File: config.mk
export PLATFORM = sky130hd
export DESIGN_NAME = dt1_mem_arbiter
export DESIGN_NICKNAME = d
export VERILOG_FILES = /design/src/rtl/dt1_mem_arbiter.sv
export SDC_FILE = /design/constraint.sdc
export NUM_CORES = 1
export LEC_CHECK = 0
export ABC_AREA = 1
export ABC_CLOCK_PERIOD_IN_PS = 2000
export CAP_MARGIN = 40
export CORE_MARGIN = 3
export CORE_UTILIZATION = 50
export CTS_BUF_LIST = sky130_fd_sc_hd__clkbuf_16
export DETAILED_ROUTE_END_ITERATION = 6
export DONT_BUFFER_PORTS = 1
export HOLD_SLACK_MARGIN = 0.15
export PLACE_DENSITY = 0.63
export SETUP_SLACK_MARGIN = 0.3
export SLEW_MARGIN = 10
export SYNTH_ARGS = -nofsm -noshare
export SYNTH_HDL_FRONTEND = slang
export SYNTH_SLANG_ARGS = --single-unit
File: constraint.sdc
create_clock -name clk -period 2 [get_ports clk]
set_input_delay 0.4 -clock clk [delete_from_list [all_inputs] [get_ports clk]]
set_output_delay 0.4 -clock clk [all_outputs]
set_load 0.05 [all_outputs]
File: src/rtl/dt1_mem_arbiter.sv
// -----------------------------------------------------------------------------
// dt1_mem_arbiter
//
// Shares the single unified instruction/data memory port of the RV32i core
// between the fetch stage and the memory stage. Each access is granted in an
// IDLE cycle, issued on the memory port as a one-cycle mreq strobe, and its
// response is returned on ivalid/dvalid MEM_LATENCY cycles after the strobe.
// Data accesses normally win over fetches; a starve counter forces a fetch
// grant after STARVE_LIMIT consecutive data grants while fetch is waiting.
//
// FSM
//   state | meaning
//   IDLE  | no access in flight; arbitrate and grant this cycle
//   WAIT  | access in flight; mreq in the first cycle, response in the last
//
// Ports
//   clk, reset             clock, synchronous active-high reset
//   ireq, iaddr            fetch request / word address
//   ivalid, irdata         fetch response pulse / instruction word
//   dreq, daddr, dwrite,   data request / address / store flag /
//   dsize, dwdata          funct3 size code / store data
//   dvalid, drdata         data response pulse / raw load word
//   mreq, maddr, mwe,      memory strobe / address / write enable /
//   msize, mwdata, mrdata  size code / write data / read data
//   StallF, StallM         stall requests to the hazard unit
// -----------------------------------------------------------------------------
module dt1_mem_arbiter #(
    parameter int unsigned MEM_LATENCY  = 2,
    parameter int unsigned STARVE_LIMIT = 4
) (
    input  logic        clk,
    input  logic        reset,

    input  logic        ireq,
    input  logic [31:0] iaddr,
    output logic        ivalid,
    output logic [31:0] irdata,

    input  logic        dreq,
    input  logic [31:0] daddr,
    input  logic        dwrite,
    input  logic [2:0]  dsize,
    input  logic [31:0] dwdata,
    output logic        dvalid,
    output logic [31:0] drdata,

    output logic        mreq,
    output logic [31:0] maddr,
    output logic        mwe,
    output logic [2:0]  msize,
    output logic [31:0] mwdata,
    input  logic [31:0] mrdata,

    output logic        StallF,
    output logic        StallM
);

    typedef enum logic [0:0] {
        IDLE = 1'b0,
        WAIT = 1'b1
    } state_t;

    localparam logic [3:0] LAT_INIT   = 4'(MEM_LATENCY);
    localparam logic [3:0] STARVE_MAX = 4'(STARVE_LIMIT);
    localparam logic [2:0] SIZE_WORD  = 3'b010;

    // owner: 0 = fetch, 1 = data
    state_t      state_q,  state_d;
    logic        owner_q,  owner_d;
    logic [3:0]  cnt_q,    cnt_d;
    logic [3:0]  starve_q, starve_d;
    logic [31:0] maddr_q,  maddr_d;
    logic [31:0] mwdata_q, mwdata_d;
    logic [2:0]  msize_q,  msize_d;
    logic        we_q,     we_d;
    logic [31:0] irdata_q, irdata_d;
    logic [31:0] drdata_q, drdata_d;

    logic grant_i;
    logic grant_d;
    logic issue;
    logic resp;

    // Arbitration happens only in IDLE. Data has priority unless fetch has
    // been passed over STARVE_LIMIT times in a row.
    always_comb begin
        grant_i = 1'b0;
        grant_d = 1'b0;
        if (state_q == IDLE) begin
            if (ireq && (!dreq || (starve_q == STARVE_MAX))) begin
                grant_i = 1'b1;
            end else if (dreq) begin
                grant_d = 1'b1;
            end
        end
    end

    // The counter is loaded with MEM_LATENCY at the grant edge, so the strobe
    // cycle is the one where it still holds the load value and the response
    // cycle is the one where it has run down to zero.
    always_comb begin
        issue  = (state_q == WAIT) && (cnt_q == LAT_INIT);
        resp   = (state_q == WAIT) && (cnt_q == 4'd0);
        mreq   = issue;
        mwe    = issue & we_q;
        maddr  = maddr_q;
        msize  = msize_q;
        mwdata = mwdata_q;
        ivalid = resp & ~owner_q;
        dvalid = resp &  owner_q;
        // Response data is forwarded straight from memory in the valid cycle
        // and held from the register afterwards.
        irdata = ivalid ? mrdata : irdata_q;
        drdata = (dvalid && !we_q) ? mrdata : drdata_q;
        StallF = ireq & ~ivalid;
        StallM = dreq & ~dvalid;
    end

    always_comb begin
        state_d  = state_q;
        owner_d  = owner_q;
        cnt_d    = cnt_q;
        maddr_d  = maddr_q;
        mwdata_d = mwdata_q;
        msize_d  = msize_q;
        we_d     = we_q;

        case (state_q)
            IDLE: begin
                if (grant_i) begin
                    state_d  = WAIT;
                    owner_d  = 1'b0;
                    cnt_d    = LAT_INIT;
                    maddr_d  = iaddr;
                    mwdata_d = 32'h0;
                    msize_d  = SIZE_WORD;
                    we_d     = 1'b0;
                end else if (grant_d) begin
                    state_d  = WAIT;
                    owner_d  = 1'b1;
                    cnt_d    = LAT_INIT;
                    maddr_d  = daddr;
                    mwdata_d = dwdata;
                    msize_d  = dsize;
                    we_d     = dwrite;
                end
            end
            WAIT: begin
                if (cnt_q == 4'd0) begin
                    state_d = IDLE;
                end else begin
                    cnt_d = cnt_q - 4'd1;
                end
            end
            default: state_d = IDLE;
        endcase
    end

    // Starve counter tracks consecutive data grants with fetch waiting.
    always_comb begin
        starve_d = starve_q;
        if (!ireq || grant_i) begin
            starve_d = 4'd0;
        end else if (grant_d && (starve_q != STARVE_MAX)) begin
            starve_d = starve_q + 4'd1;
        end
    end

    always_comb begin
        irdata_d = irdata_q;
        drdata_d = drdata_q;
        if (ivalid) begin
            irdata_d = mrdata;
        end
        if (dvalid && !we_q) begin
            drdata_d = mrdata;
        end
    end

    always_ff @(posedge clk) begin
        if (reset) begin
            state_q  <= IDLE;
            owner_q  <= 1'b0;
            cnt_q    <= 4'd0;
            starve_q <= 4'd0;
            maddr_q  <= 32'h0;
            mwdata_q <= 32'h0;
            msize_q  <= 3'b000;
            we_q     <= 1'b0;
            irdata_q <= 32'h0;
            drdata_q <= 32'h0;
        end else begin
            state_q  <= state_d;
            owner_q  <= owner_d;
            cnt_q    <= cnt_d;
            starve_q <= starve_d;
            maddr_q  <= maddr_d;
            mwdata_q <= mwdata_d;
            msize_q  <= msize_d;
            we_q     <= we_d;
            irdata_q <= irdata_d;
            drdata_q <= drdata_d;
        end
    end

endmodule

# --- After elaboration in Yosys (flattened, before gate mapping) ---
# Cells that the tools add are included.
# Widths: inputs -> output; s select.
op_classes:
  n_addsub: 2
  mul: 0
  div: 0
  n_lt_le_gt_ge: 0
  n_eq_ne: 5
  shift: 0
  muxes: 25
  n_bitwise: 9
  n_reduce_logical: 15
op_table:
  columns: ["operator", "count"]
  rows:
  - ["$mux 32", 6]
  - ["$mux 1", 12]
  - ["$mux 4", 3]
  - ["$pmux 4 s2", 1]
  - ["$mux 3", 2]
  - ["$and 1x1->1", 5]
  - ["$logic_and 1x1->1", 5]
  - ["$add 4x1->4 const B", 1]
  - ["$eq 4x2->1 const B", 1]
  - ["$eq 4x3->1 const B", 1]
  - ["$logic_not 4->1", 1]
  - ["$ne 4x3->1 const B", 1]
  - ["$not 1->1", 4]
  - ["$reduce_and 2->1", 2]
  - ["$sub 4x1->4 const B", 1]
  - ["$logic_not 1->1", 3]
  - ["$ne 3x3->1 const B", 1]
  - ["$logic_or 1x1->1", 2]
  - ["$ne 2x2->1 const B", 1]
  - ["$pmux 1 s2", 1]
  - ["$reduce_bool 2->1", 1]
  - ["$reduce_or 2->1", 1]
word_totals:
  register_bits: 142
  latch_bits: 0
  ram_bits: 0
  rom_bits: 0
  input_bits: 136
  elab_cells: 66
  mem_count: 0

# --- Depth between registers and ports, before layout ---
# Gate-level depths: netlist of the first run.
logic_depth:
  depth_word: 8
  mapped_depth: 10
  ltp_nobuf: 9

# --- Worst setup path after synthesis of the first run ---
# Ideal clock, no wire load.
synth_timing:
  kind: "flip-flop to output port"
  start: "reg cnt_q[0]"
  end: "out mwe"
  arrival_time_ns: 1.737
  slack_ns: -0.137
  stages_incl_launch_ff: 5
  cell_sequence: "dfxtp_1 inv_1 ha_1 inv_1 nor3b_1"
synth_between:
  elab_chain_cells: 3
synth_rtl:
  columns: ["item", "line", "source"]
  rows:
  - ["start, declared", "70", "logic [3:0] cnt_q, cnt_d;"]
  - ["start signal, assigned", "195", "cnt_q <= cnt_d;"]
  - ["$eq 4x2->1", "102", "issue = (state_q == WAIT) && (cnt_q == LAT_INIT);"]
  - ["$logic_and 1x1->1", "102", null]
  - ["$and 1x1->1", "105", "mwe = issue & we_q;"]
  - ["end, declared", "49", "output logic mwe,"]
# No other way between the ends.

# --- Worst setup path in the final report of the first run ---
layout_timing:
  start: "reg cnt_q[1]"
  end: "out irdata[8]"
layout_between:
  elab_chain_cells: 4
layout_rtl:
  columns: ["item", "line", "source"]
  rows:
  - ["$logic_not 4->1", "103", "resp = (state_q == WAIT) && (cnt_q == 4'd0);"]
  - ["$logic_and 1x1->1", "103", null]
  - ["$and 1x1->1", "109", "ivalid = resp & ~owner_q;"]
  - ["$mux 32", null, null]
  - ["end, declared", "37", "output logic [31:0] irdata,"]
# No other way between the ends.

==> flow_summary.toml, run 1 <==
[global_routing]
grt_max_degree = 104
antenna_found_initial = 0
grt_pass1_wl_mm = 26.82
grt.overflow.total = 0
grt_pass1_vias = 5338
grt_use_total = 0.2574

[status]
violations = "setup timing"
status = "finished, violations left"

[yosys]
synth_compound_area_frac = 0.1385
synth_top_family_by_area = "simple AND/OR/NAND/NOR gates"
yosys-top-cells-area = "dfxtp_1 47%, nand2_1 21%, a21oi_1 8.9%, o21a_1 4.0%, nand4_1 3.4%"
synth_enable_flop_cells = 0
yosys.area_share.simple = 0.2991
synthFlopType = "dfxtp_1"
synthMuxAreaShare = 0
syn_inst = 828
ys_types = 28
ys_ff_latch = 142
syn_nets = 968
netlist.area_leader.share = 0.4738
synth-seq-area-share = 0.4738
syn_area_mm2 = 0.006000
synth_top_cell_by_area = "dfxtp_1"
yosys_warnings = 0
yosysMostFrequentCell = "nand2_1"
synthAdderAreaFrac = 0.008342
async_flop_share = 0
yosys-top-cells-count = "341 x nand2_1, 142 x dfxtp_1, 107 x a21oi_1"
synth_xor_area_frac = 0.002920
syn_area_per_cell_um2 = 7.246

[power_and_ir_drop]
p_leak_nw = 3.808
powerDensity_mw_per_mm2 = 968.4
ir_worst_vdd_mv = 0.6047
power_mw = 8.564

[place]
dp_slack_ns = -0.09269
dp_hpwl_mm = 11.33
port-buffer-count = 0
place_inst = 938
placed_cell_area_mm2 = 0.006604
gp_congestion = 0.7942

[clock_tree]
clkSinkCount = 142
cts_buffer_depth = 2
numCtsBuffers = 17
cts_hold_buf = 1
cts_tree = "yes"
clkTransAtPathRegs_ns = 0.06
cts-root-buf = "clkbuf_16"
clk_latency_ns = 0.42
ctsHtreeMaxLevel = 4

[worst_setup_path]
end_kind = "output pin"
cp_data_arrival_time_ns = 1.89
r2r_cells = 10
required_ns = 1.60
crit_path_start_kind = "flip-flop"
startpoint = "cnt_q[1]"
cp_max_fo = 8
timing.rr.start = "cnt_q[1]"
crit_type = "reg -> out"

[floorplan]
die_w_um = 115.5
start_util = 0.5188
std_cell_rows = 39
die_area_mm2 = 0.01335
ios = 273
fp.coreArea_mm2 = 0.01156
die_y_um = 115.5

[layout]
fin_cells = 1000
drive_gt1_frac = 0.3267
nNetsFinal = 987
multiInputGateArea_mm2 = 0.004243
area_growth_syn_to_layout_pct = 47.40
regArea_mm2 = 0.002848
nFillCells = 744
final_area_mm2 = 0.008843
antennaDiodeCount = 0

[timing]
setup_viol = 70
fmax_mhz = 435.9
post-route-min-period_ns = 2.294
worstMarginPinSlew_ns = 0.5737
setup_tns_ns = -16.02
setup_slack_ns = -0.2940
finalCritPeriodShare = 1.147
hold_viol = 0
slew_headroom = 0.6170
slew_violations = 0
fin_skew_ns = 0.008927
rsz0062_at_grt = "yes"

[run]
maxCapViolCount = 0

[drt]
dr_total_vias = 5809
wl_mm = 20.19
drt_iter0_markers = 376
first_pass_iters = 5
vias_per_cell = 5.809
drc = 0
drtAntennaViolNets = 0
wl_per_cell_um = 20.19

[worst_hold_path]
min_from = "reset"
hp-class = "in -> reg"
hold_depth = 1
metrics by stage:
stage,util,hold slack [ns]
6_report,0.7647,0.04333
5_1_grt,0.7647,0.02827
4_1_cts,0.6957,0.02839
3_5_place_dp,0.5710,0.4570
3_3_place_gp,0.5710,0.4473
2_1_floorplan,-,0.4394
kinds of logic (layout without fill, tap and decap cells):
logic type               count (synthesis)  in the layout
adder cells (fa/ha/maj)                  4              4
AO/OA/AOI/OAI                          146            146
AND/OR/NAND/NOR                        430            430
XOR/XNOR                                 2              2
buffers and inverters                  104            133
flip-flops                             142            142
path summary, 6_finish.rpt:
check	slack, ns	to
max	-0.29	irdata[8]
max reg2reg	0.35	irdata_q[12]
min	0.04	mwdata[12]
min reg2reg	0.50	irdata_q[1]
report_power, final:
group | internal [mW] | leakage (nW) | switching, mW
registers | 3.03 | 1.16 | 0.551
logic | 0.729 | 2.38 | 1.34
clock network | 1.78 | 0.271 | 1.14
cell usage in the layout (no fill, tap or decap), types with 19 or more instances in the layout:
master,netlist,final
a21oi_1,107,105
buf_4,12,19
clkbuf_16,0,20
dfxtp_1,142,138
inv_1,45,43
nand2_1,341,169
nand2_2,1,48
nand2_4,0,77
nand2_8,0,48
nand3_1,40,38
nand4_1,33,33
o21a_1,32,32
layout make-up:
class                      count  share of cell area
inverter                      50             0.02632
clock inverter                12             0.01231
clock buffer                  17             0.04810
sequential                   142              0.3220
multi-input combinational    582              0.4798
timing repair buffer          54             0.09126
tap                          143             0.02023
critical path, stage by stage (launching register included):
cell and delay [ns]:
dfxtp_2 0.32, inv_2 0.08, ha_4 0.18, nand3_4 0.08, nor2_4 0.18, buf_12 0.13, buf_12 0.09, buf_16 0.16
nand2_4 0.08, nand2_4 0.16
per-layer routing:
metal	up-vias	global-route usage	part of all wire
met4	0	0.1127	0.035
li1	2720	-	-
met5	-	0	0
met3	61	0.09295	0.080
met1	2757	0.2918	0.37
met2	271	0.4363	0.51
registers in the layout, summed over array words and instances (netlist names):
register / cells
maddr: 32
msize: 3
we_q: 1
drdata_q: 32
owner_q: 1
state_q: 1
irdata_q: 32
starve_q: 4
cnt_q: 4
mwdata: 32
what timing repair did:
item | in CTS | in global routing
resized for setup | 157 | 122
setup endpoints to repair | 96 | 145
buffers inserted | 12 | 11
hold endpoints to repair | 103 | 102
gates cloned | 6 | 3
pin swaps | 48 | 54
(Power assumes the default switching activity.)
==> inputs of run 2 (changes only) <==
--- a/config.mk
+++ b/config.mk
@@ -8,7 +8,7 @@
 export ABC_AREA = 1
 export ABC_CLOCK_PERIOD_IN_PS = 2000
 export CAP_MARGIN = 40
-export CORE_MARGIN = 3
+export CORE_MARGIN = 10
 export CORE_UTILIZATION = 50
 export CTS_BUF_LIST = sky130_fd_sc_hd__clkbuf_16
 export DETAILED_ROUTE_END_ITERATION = 6
==> flow_summary.toml, run 2 (same netlist as run 1, synthesis figures left out) <==
[place]
dp_hpwl_mm = 13.14
place_inst = 940
placed_cell_area_mm2 = 0.006694
gp_congestion = 0.8471
dp_slack_ns = -0.06024
port-buffer-count = 0

[clock_tree]
clk_latency_ns = 0.42
clkTransAtPathRegs_ns = 0.06
cts_tree = "yes"
cts-root-buf = "clkbuf_16"
cts_buffer_depth = 2
clkSinkCount = 142
numCtsBuffers = 17
ctsHtreeMaxLevel = 4

[layout]
utilization = 0.7790
mostFrequentLayoutCells = "167 x nand2_1, 137 x dfxtp_1, 105 x a21oi_1, 62 x nand2_2, 59 x nand2_8"
fin_cells = 1009
final_common_cell = "nand2_1"
antennaDiodeCount = 0
area_growth_syn_to_layout_pct = 50.16
nFillCells = 713
drive_gt1_frac = 0.3383
final_area_mm2 = 0.009009
nNetsFinal = 993

[worst_setup_path]
end_kind = "output pin"
required_ns = 1.60
cp.depth = 8
path_delay_family = "simple AND/OR/NAND/NOR gates"
cp_max_fo = 11
cp_data_arrival_time_ns = 1.93
crit_type = "reg -> out"
path_buf_inv = 3
crit_chain = "inv_2 > ha_4 > nand3_4 > nor2_4 > inv_4 > clkbuf_16 > nand2_1 > nand2_4"
critPathSlowestCell = "dfxtp_2"
r2r_cells = 10
crit_path_start_kind = "flip-flop"
slowest_delay_ns = 0.32

[power_and_ir_drop]
p_int_mw = 5.832
p_switching_mw = 3.154
power_mw = 8.986
powerDensity_mw_per_mm2 = 997.5
p_leak_nw = 3.751
ir_worst_vdd_mv = 0.8611
seq_power_share = 0.400
power_frac_comb = 0.237
pwr-share-clk = 0.363
p_sw_frac = 0.3510

[timing]
finalCritPeriodShare = 1.163
hold_slack_ns = 0.05260
setup_viol = 70
post-route-min-period_ns = 2.327
hold_viol = 0
fin_skew_ns = 0.006896
worstMarginPinSlew_ns = 0.5900
slew_headroom = 0.6062
slew_violations = 0
setup_tns_ns = -17.86
rsz0062_at_grt = "yes"
fmax_mhz = 429.8
setup_slack_ns = -0.3265

[global_routing]
grt_use_total = 0.2145
antenna_found_initial = 0
grt.overflow.total = 0
grt_max_degree = 104
grt_pass1_vias = 5376
grt_pass1_wl_mm = 28.56

[drt]
vias_per_cell = 5.932
dr_total_vias = 5985
drc = 0
wl_mm = 23.72
first_pass_iters = 5
drt_iter0_markers = 422
drtAntennaViolNets = 0
wl_per_cell_um = 23.51

[floorplan]
ios = 273
die_area_mm2 = 0.01678
die_w_um = 129.5
start_util = 0.5188
die_y_um = 129.5
std_cell_rows = 39
fp.coreArea_mm2 = 0.01156

[run]
maxCapViolCount = 0

[worst_hold_path]
hp-class = "in -> reg"
hold_depth = 1

[status]
violations = "setup timing"
status = "finished, violations left"
run 2: area by class of cell:
cell class | instances | area [um2] | share of cell area
inverter | 50 | 215.2 | 0.02389
tap | 143 | 178.9 | 0.01986
timing repair buffer | 60 | 880.8 | 0.09778
sequential | 142 | 2849 | 0.3162
multi-input combinational | 582 | 4282 | 0.4753
clock buffer | 17 | 425.4 | 0.04722
clock inverter | 15 | 177.7 | 0.01972
run 2: routing by layer:
metal  vias to the layer above  wire, um  GRT usage
li1                       2744         -          -
met1                      2855      8221     0.2276
met2                       320     12500     0.3777
met3                        66      2163    0.08768
met4                         0       841    0.07606
met5                         -         0          0
run 2: repair_timing:
item | CTS | global route
setup buffers | 15 | 12
resized for setup | 120 | 141
cloned | 4 | 6
pin swaps | 66 | 60
endpoints found under the hold margin | 102 | 103
endpoints found under the setup margin | 101 | 132
run 2: path summary, 6_finish.rpt:
kind / start / endpoint / slack (ns)
max: cnt_q[1] / irdata[3] / -0.33
max reg2reg: cnt_q[1] / drdata_q[17] / 0.32
min reg2reg: starve_q[0] / starve_q[0] / 0.50
min: reset / mwdata[13] / 0.05
run 2: power groups by stage:
stage / clock (mW) / sequential [mW] / combinational, mW
2_1_floorplan: 0 / 3.57 / 1.33
3_3_place_gp: 0 / 3.63 / 1.50
3_5_place_dp: 0 / 3.63 / 1.53
4_1_cts: 3.25 / 3.58 / 1.76
5_1_grt: 3.42 / 3.61 / 2.25
6_report: 3.26 / 3.60 / 2.13
==> inputs of run 3 (changes only) <==
==> constraint.sdc (replaced) <==
create_clock -name clk -period 2 [get_ports clk]
set_input_delay 0.4 -clock clk [delete_from_list [all_inputs] [get_ports clk]]
set_output_delay 0.4 -clock clk [all_outputs]
set_load 0.1 [all_outputs]
==> flow_summary.toml, run 3 (same netlist as run 1, synthesis figures left out) <==
[worst_hold_path]
hp-class = "in -> reg"
min_from = "reset"

[global_routing]
grt_pass1_vias = 6289
antenna_found_initial = 0
grt_use_total = 0.2761
use_met1 = 0.2877
grt.busiest_layer = "met2"
grt.overflow.total = 0
grt_pass1_wl_mm = 36.08
grtUsageMet3 = 0.09788
grt_use_met2 = 0.4879
grt_max_degree = 104

[timing]
slew_violations = 0
setup_viol = 69
hold_slack_ns = 0.04915
setup_slack_ns = -0.4776
fmax_mhz = 403.6
worstMarginPinSlew_ns = 0.3962
setup_tns_ns = -28.68
finalCritPeriodShare = 1.239
slew_headroom = 0.7359
rsz0062_at_grt = "yes"
fin_skew_ns = 0.007150
hold_viol = 0
post-route-min-period_ns = 2.478

[place]
port-buffer-count = 0
dp_slack_ns = 0.06970
gp_congestion = 0.8213
dp_hpwl_mm = 13.75

[drt]
drtAntennaViolNets = 0
drc = 0
wl_per_cell_um = 26.37
wl_mm = 28.06
vias_per_cell = 6.050
drt_iter0_markers = 652
dr_total_vias = 6437
first_pass_iters = 5

[status]
status = "finished, violations left"
violations = "setup timing"

[worst_setup_path]
startpoint = "cnt_q[2]"
required_ns = 1.60
end_kind = "output pin"
cp_max_fo = 7
crit_path_start_kind = "flip-flop"
r2r_setup_slack_ns = 0.19
crit_type = "reg -> out"
cp_data_arrival_time_ns = 2.08
timing.rr.start = "cnt_q[2]"

[run]
maxCapViolCount = 0

[clock_tree]
clkTransAtPathRegs_ns = 0.06
clkSinkCount = 142
ctsHtreeMaxLevel = 4
cts_buffer_depth = 2
cts-root-buf = "clkbuf_16"
cts_tree = "yes"
numCtsBuffers = 17
clk_latency_ns = 0.42

[power_and_ir_drop]
p_leak_nw = 4.292
powerDensity_mw_per_mm2 = 1013
ir_worst_vdd_mv = 0.5964

[layout]
drive_gt1_frac = 0.3941
utilization = 0.8564
nNetsFinal = 1049
final_common_cell = "nand2_1"
antennaDiodeCount = 0
area_growth_syn_to_layout_pct = 65.09
nFillCells = 557
mostFrequentLayoutCells = "146 x nand2_1, 138 x dfxtp_1, 107 x a21oi_1, 84 x nand2_8, 82 x buf_4"

[floorplan]
ios = 273
die_w_um = 129.5
die_area_mm2 = 0.01678
start_util = 0.5188
std_cell_rows = 39
die_y_um = 129.5
fp.coreArea_mm2 = 0.01156
run 3: cell types whose count changed in the layout (fill, tap and decap cells not counted), moves of 2 or more:
cell / previous run / this run
buf_4: 23 / 82
nand2_8: 59 / 84
nand2_2: 62 / 39
nand2_1: 167 / 146
nand2_4: 54 / 73
buf_6: 10 / 3
buf_16: 4 / 7
clkinv_1: 4 / 7
a21oi_1: 105 / 107
a21oi_2: 2 / 0
buf_8: 1 / 3
run 3: worst max-delay path, cell delays in order, from the launching register on:
cell and delay (ns):
dfxtp_1 0.38, nor2_4 0.22, nand3_2 0.15, nor2_4 0.22
buf_4 0.20, clkbuf_16 0.19, nand2_2 0.11, nand2_8 0.18
run 3: metrics by stage:
stage          total power [mW]  std cells  instance area, um2
3_5_place_dp              6.339       1006                7589
2_1_floorplan             5.940        828                6945
3_3_place_gp              6.299       1006                7589
5_1_grt                   10.29       1064                9905
6_report                  10.03       1064                9905
4_1_cts                   9.738       1057                9524
run 3: layout make-up:
type                       instances  area, um2  share of cell area
timing repair buffer             116       1333              0.1345
clock inverter                    14      133.9             0.01352
inverter                          50      214.0             0.02160
clock buffer                      17      425.4             0.04295
sequential                       142       2848              0.2875
multi-input combinational        582       4772              0.4818
tap                              143      178.9             0.01806
run 3: repair_timing:
item | 4_1_cts | 5_1_grt
endpoints found under the hold margin | 102 | 102
gates cloned | 7 | 5
pin swaps | 43 | 39
setup endpoints to repair | 70 | 104
gates resized for setup | 240 | 45
setup buffers | 13 | 2
run 3: where the power goes:
part | switching (mW) | internal [mW] | leakage (nW)
combinational | 2.88 | 0.892 | 2.85
clock | 1.19 | 1.91 | 0.281
sequential | 0.132 | 3.03 | 1.16
total | 4.20 | 5.83 | 4.29
run 3: path summary, 6_finish.rpt:
check                 endpoint  depth (start not counted)
setup / recovery     irdata[1]                          7
hold / removal      mwdata[12]                          1
setup reg to reg  irdata_q[13]                          7
hold reg to reg     mwdata[13]                          2
run 3: layer usage:
layer,wire [um],part of all wire
met1,9428,0.34
met3,2992,0.11
met4,1830,0.065
met5,0,0
met2,13810,0.49
